$ cat src/rtl/mul_pkg.sv
// Shared multiplier-side definitions: result word geometry, reader FSM states,
// and the optional mod-q lane mask used by the result reader.
package mul_pkg;

    localparam int DATA_WIDTH     = 16;
    localparam int LANES          = 4;
    localparam int WORD_W         = DATA_WIDTH * LANES;
    localparam int RR_ADDR_STRIDE = 8;
    localparam int RR_FIFO_DEPTH  = 2;
    localparam int LOGQ           = 15;

    typedef logic [WORD_W-1:0] word_t;

    typedef enum logic [1:0] {
        RR_IDLE,
        RR_READ,
        RR_DRAIN,
        RR_DONE
    } rr_state_t;

    // Low LOGQ bits of a lane; q is a power of two so AND is the reduction.
    localparam logic [DATA_WIDTH-1:0] LANE_MASK =
        {{(DATA_WIDTH-LOGQ){1'b0}}, {LOGQ{1'b1}}};

    function automatic word_t mask_word(input word_t w);
        word_t r;
        r = w;
        for (int l = 0; l < LANES; l++) begin
            r[l*DATA_WIDTH +: DATA_WIDTH] = w[l*DATA_WIDTH +: DATA_WIDTH] & LANE_MASK;
        end
        return r;
    endfunction

endpackage

$ cat src/rtl/rr_fifo.sv
// Small synchronous FIFO carrying a result word plus its end-of-transfer tag.
// Writes are bypass-free: a pushed entry becomes the head on the next cycle.
// The caller guarantees no push when full without a pop, and no pop when empty.
module rr_fifo
    import mul_pkg::*;
#(
    parameter int DEPTH = 2,
    parameter int CNT_W = $clog2(DEPTH + 1)
) (
    input  logic              clk,
    input  logic              rst_n,
    input  logic              push,
    input  logic [WORD_W-1:0] push_data,
    input  logic              push_last,
    input  logic              pop,
    output logic [WORD_W-1:0] head_data,
    output logic              head_last,
    output logic [CNT_W-1:0]  count
);

    localparam int PTR_W = (DEPTH > 1) ? $clog2(DEPTH) : 1;

    logic [WORD_W-1:0] mem_data [DEPTH];
    logic              mem_last [DEPTH];
    logic [PTR_W-1:0]  wr_ptr;
    logic [PTR_W-1:0]  rd_ptr;

    function automatic logic [PTR_W-1:0] ptr_inc(input logic [PTR_W-1:0] p);
        return (p == PTR_W'(DEPTH - 1)) ? '0 : p + PTR_W'(1);
    endfunction

    assign head_data = mem_data[rd_ptr];
    assign head_last = mem_last[rd_ptr];

    // Storage write; contents are don't-care until counted valid.
    always_ff @(posedge clk) begin
        if (push) begin
            mem_data[wr_ptr] <= push_data;
            mem_last[wr_ptr] <= push_last;
        end
    end

    // Pointers and occupancy; push+pop together leaves count unchanged.
    always_ff @(posedge clk or negedge rst_n) begin
        if (!rst_n) begin
            wr_ptr <= '0;
            rd_ptr <= '0;
            count  <= '0;
        end else begin
            if (push) wr_ptr <= ptr_inc(wr_ptr);
            if (pop)  rd_ptr <= ptr_inc(rd_ptr);
            case ({push, pop})
                2'b10:   count <= count + CNT_W'(1);
                2'b01:   count <= count - CNT_W'(1);
                default: count <= count;
            endcase
        end
    end

endmodule

$ cat src/rtl/result_reader.sv
// Result BRAM reader: issues reads for a block of result words and streams them
// out over valid/ready at one word per cycle, hiding the BRAM's 1-cycle latency
// with a small credit-controlled output FIFO.
// Build option: define RESULT_READER_MASK_EN to reduce every output lane mod 2^LOGQ.
module result_reader
    import mul_pkg::*;
#(
    parameter int FIFO_DEPTH  = RR_FIFO_DEPTH,
    parameter int ADDR_STRIDE = RR_ADDR_STRIDE
) (
    input  logic              clk,
    input  logic              rst_n,
    input  logic              start,
    input  logic [31:0]       base_addr,
    input  logic [15:0]       num_words,
    output logic              busy,
    output logic              done,
    output logic [31:0]       addr_rd,
    output logic              ren,
    input  logic [WORD_W-1:0] bram_rdata,
    output logic              m_valid,
    input  logic              m_ready,
    output logic [WORD_W-1:0] m_data,
    output logic              m_last
);

    localparam int CNT_W = $clog2(FIFO_DEPTH + 1);
    localparam int CR_W  = CNT_W + 1;
    localparam logic [CR_W-1:0] DEPTH_C = CR_W'(FIFO_DEPTH);

    rr_state_t         state;
    logic [15:0]       num_q;
    logic [15:0]       issued;
    logic [31:0]       next_addr;
    logic [31:0]       last_addr;
    logic              inflight;
    logic              inflight_last;
    logic [CNT_W-1:0]  count;
    logic [WORD_W-1:0] head_data;
    logic              head_last;
    logic              pop;
    logic              issue_last;
    logic [CR_W-1:0]   credit;

    assign m_valid    = (count != '0);
    assign pop        = m_valid && m_ready;
    assign issue_last = (issued == num_q - 16'd1);

    // Slots that will be occupied next cycle. Counting this cycle's pop keeps
    // reads flowing back-to-back under continuous m_ready with only two entries.
    assign credit = {1'b0, count} - CR_W'(pop) + CR_W'(inflight);

    assign ren     = (state == RR_READ) && (credit < DEPTH_C);
    assign addr_rd = ren ? next_addr : last_addr;

    rr_fifo #(
        .DEPTH (FIFO_DEPTH),
        .CNT_W (CNT_W)
    ) u_fifo (
        .clk       (clk),
        .rst_n     (rst_n),
        .push      (inflight),
        .push_data (bram_rdata),
        .push_last (inflight_last),
        .pop       (pop),
        .head_data (head_data),
        .head_last (head_last),
        .count     (count)
    );

    // Empty FIFO presents zeros so stale storage never leaks after reset.
`ifdef RESULT_READER_MASK_EN
    assign m_data = m_valid ? mask_word(head_data) : '0;
`else
    assign m_data = m_valid ? head_data : '0;
`endif
    assign m_last = m_valid && head_last;

    // Read-issue datapath: address walk, issue count and the 1-deep in-flight tag.
    always_ff @(posedge clk or negedge rst_n) begin
        if (!rst_n) begin
            num_q         <= '0;
            issued        <= '0;
            next_addr     <= '0;
            last_addr     <= '0;
            inflight      <= 1'b0;
            inflight_last <= 1'b0;
        end else begin
            inflight      <= ren;
            inflight_last <= ren && issue_last;
            if (state == RR_IDLE && start) begin
                num_q     <= num_words;
                issued    <= '0;
                next_addr <= base_addr;
            end else if (ren) begin
                last_addr <= next_addr;
                next_addr <= next_addr + 32'(ADDR_STRIDE);
                issued    <= issued + 16'd1;
            end
        end
    end

    // Transfer FSM with registered busy/done. A zero-length transfer passes
    // through DRAIN, which exits at once, so done lands 2 cycles after start.
    always_ff @(posedge clk or negedge rst_n) begin
        if (!rst_n) begin
            state <= RR_IDLE;
            busy  <= 1'b0;
            done  <= 1'b0;
        end else begin
            done <= 1'b0;
            case (state)
                RR_IDLE: begin
                    if (start) begin
                        busy  <= 1'b1;
                        state <= (num_words == 16'd0) ? RR_DRAIN : RR_READ;
                    end
                end
                RR_READ: begin
                    if (ren && issue_last) state <= RR_DRAIN;
                end
                RR_DRAIN: begin
                    // Nothing in flight and the FIFO empties at this edge.
                    if (credit == '0) begin
                        state <= RR_DONE;
                        done  <= 1'b1;
                    end
                end
                RR_DONE: begin
                    state <= RR_IDLE;
                    busy  <= 1'b0;
                end
                default: begin
                    state <= RR_IDLE;
                    busy  <= 1'b0;
                end
            endcase
        end
    end

endmodule
$ cat config.mk
export PLATFORM = sky130hd
export DESIGN_NAME = result_reader
export DESIGN_NICKNAME = d
export VERILOG_FILES = /design/src/rtl/mul_pkg.sv /design/src/rtl/rr_fifo.sv /design/src/rtl/result_reader.sv
export SDC_FILE = /design/constraint.sdc
export NUM_CORES = 1
export LEC_CHECK = 0
export BUFFER_PORTS_ARGS = -buffer_cell sky130_fd_sc_hd__buf_4
export CORE_AREA = 2 2 178 180
export CTS_BUF_LIST = sky130_fd_sc_hd__clkbuf_4 sky130_fd_sc_hd__clkbuf_8
export DETAILED_ROUTE_END_ITERATION = 8
export DIE_AREA = 0 0 180 182
export GPL_TIMING_DRIVEN = 1
export MAX_ROUTING_LAYER = met4
export PLACE_DENSITY = 0.65
export SLEW_MARGIN = 25
export SYNTH_ARGS = -nofsm -noshare
export SYNTH_HDL_FRONTEND = slang
export SYNTH_SLANG_ARGS = --single-unit
$ cat constraint.sdc
create_clock -name clk -period 6.2 [get_ports clk]
set_clock_uncertainty 0.15 [all_clocks]
set_input_delay 1.24 -clock clk [delete_from_list [all_inputs] [get_ports clk]]
set_output_delay 1.24 -clock clk [all_outputs]
set_load 0.01 [all_outputs]
==> results.py <==
metrics = {
    "outcome": {
        "status": "finished clean",
    },
    "sta": {
        "worst_slew_pin_slew_ns": 0.933,
        "period_share_pct": 87.5,
        "setup_ws_ns": 0.774,
        "timing.fmax_ghz": 0.184,
        "slew_viol_final": 0,
        "tns_ns": 0,
        "post-route-min-period_ns": 5.43,
        "rsz0062_at_grt": "no",
        "setup_violations": 0,
        "slew_headroom_pct": 37.8,
        "hold_viol": 0,
    },
    "worst_setup_path": {
        "critPathArrivalTime_ns": 4.04,
        "path_class": "input port to output pin",
        "crit_path_end_kind": "output pin",
        "cp_slowest_cell": "fa_1",
        "cp_cell_sequence": "buf_4, nor2b_1, ha_1, inv_1, ha_1, fa_1, nand2b_1, nor2_4, buf_4, mux2_2, buf_4",
        "crit_fanout": 23,
        "cpMostUsedCell": "buf_4",
        "cp_slowest_stage_delay_ns": 0.45,
        "start_kind": "input port",
        "cp.required_ns": 4.81,
        "critPathTopFamily": "adder cells",
        "cp_num_buf_inv": 4,
    },
    "grt": {
        "grt_max_degree": 96,
        "grtUsageTotal_pct": 15.2,
        "grt_antenna_before_repair": 2,
        "overflow": 0,
        "grt_pass1_wl_um": 39200,
        "grt_pass1_vias": 7227,
    },
    "floorplan": {
        "fp.coreArea_mm2": 0.0310,
        "rows": 65,
        "die_h_um": 182,
        "dieArea_mm2": 0.0328,
        "start_util_pct": 34.5,
        "dieWidth_um": 180,
        "io_pins": 217,
    },
    "cts": {
        "hold_buffers": 0,
        "clockRootBuffer": "clkbuf_8",
        "postCtsSetupBuffers": 0,
        "post_cts_resized": 0,
        "ctsLongestPathBuffers": 3,
        "cts_buffers": 42,
        "clk_pin_slew_ns": 0.06,
        "cts_tree": "built",
        "htreeDepth": 2,
        "clk_latency_ns": 0.53,
        "clkSinkCount": 236,
    },
    "finish": {
        "fin_util_pct": 44.0,
        "syn2layout_area_growth_pct": 27.6,
        "nNetsFinal": 1223,
        "multi_input_area_mm2": 0.00395,
        "fin_area_mm2": 0.0136,
        "drive_gt1_share_pct": 33.3,
        "regArea_mm2": 0.00656,
        "fillers": 2926,
    },
    "pwr": {
        "power.total_mw": 6.58,
        "p_leak_nw": 5.76,
        "p_per_area_mw_per_mm2": 483,
        "peakVddDrop_mv": 0.267,
    },
    "yosys": {
        "synthTopCellsByArea": "edfxtp_1, dfrtp_1, mux2i_1, mux2_2, nand2_1",
        "synth_top_area_share_pct": 36.6,
        "synth_seq_area_share_pct": 61.4,
        "netlist_area_mm2": 0.0107,
        "yosys.cell_count.top_type": "edfxtp_1",
        "syn_nets": 991,
        "synth_edf_count": 130,
        "syn_area_per_cell_um2": 12.4,
        "ys_ff_latch": 236,
        "synth.distinct_cells": 49,
        "synth_top_cell_by_area": "edfxtp_1",
        "ys.flop_type": "edfxtp_1",
        "syn_inst": 864,
        "yosysWarnings": 0,
        "async_flop_share_pct": 44.9,
        "ys_top_cells_by_count": "edfxtp_1, nand2_1, dfrtp_1",
    },
    "placed_design": {
        "hpwlAfterDp_um": 16500,
        "port_buffers": 216,
        "placed_area_mm2": 0.0128,
        "pre_cts_slack_ns": 0.741,
        "gp_congestion": 0.803,
    },
    "drt": {
        "avgViaCountPerCell": 4.75,
        "drt_first_pass_iters": 4,
        "wl_um": 24800,
        "drt_iter0_drc": 366,
        "wl_per_cell_um": 16.2,
        "ant_nets": 0,
        "vias": 7261,
        "route.detailed.drc": 0,
    },
    "min_path": {
        "hp-class": "register to register",
    },
    "run": {
        "maxCapViolations": 0,
    },
}
## cell type report
class | instances | share of cell area (%)
Sequential cell | 236 | 48.2
Multi-Input combinational cell | 574 | 29.0
Timing Repair Buffer | 226 | 12.6
Clock buffer | 57 | 5.39
Tap cell | 402 | 3.69
Clock inverter | 15 | 0.716
Inverter | 16 | 0.441
Antenna cell | 2 | 0.0367
## registers in the layout, indices dropped and copies added (netlist names), 2 cells and up
register	count
u_fifo.mem_data	128
last_addr	32
issued	16
u_fifo.mem_last	2
num_q	16
next_addr	32
state	2
u_fifo.count	2
## cells by family (layout without fill, tap and decap cells)
group / after synthesis / after routing / synth area share (%)
simple gates: 300 / 300 / 13.1
flops: 236 / 236 / 61.4
mux: 141 / 141 / 14.0
xor+xnor: 64 / 64 / 5.25
compound gates: 58 / 58 / 3.02
buf+inv: 54 / 314 / 1.97
fa+ha+maj: 11 / 11 / 1.36
other cells: 0 / 2 / 0
## routing by layer
layer,part of all wire [%],global-route usage [%]
met1,44,19.6
met2,45,23.4
met3,8.3,4.55
met4,2.3,4.26
met5,0,-
## worst paths after layout
kind                            cells after the start  slack, ns                 end       startpoint
worst max-delay path                               11       0.77         addr_rd[31]          m_ready
worst min register to register                      0       0.31  u_fifo.mem_last[0]    inflight_last
min in group asynchronous                           1       0.58       last_addr[24]            rst_n
worst min-delay path                                0       0.31  u_fifo.mem_last[0]    inflight_last
max in group asynchronous                           2       4.39       last_addr[20]            rst_n
worst max register to register                     15       1.84            state[1]  u_fifo.count[0]
## layout by cell type, fill, tap and decap left out, types with 10 or more instances in the layout
cell,instances
dfrtp_1,105
edfxtp_1,130
o21ai_0,23
nand4_1,11
clkbuf_8,49
xor2_1,34
nand2_1,112
inv_1,16
nor3_1,10
nor2_1,97
buf_4,224
mux2i_1,77
nand3_1,11
o21ai_1,14
mux2_2,64
ha_1,10
xnor2_1,30
## report_power, final
group	internal [mW]	leakage [nW]	switching [mW]
sequential	2.13	2.53	0.404
clock	0.807	0.436	0.628
combinational	1.31	2.80	1.30
total	4.25	5.76	2.33
## through the flow
step	instances	hold slack (ns)
after floorplan	864	0.270
after global placement	1454	0.292
after detailed placement	1454	0.297
after CTS	1526	0.302
after global routing	1528	0.328
final	1528	0.308
(Power assumes the default switching activity.)
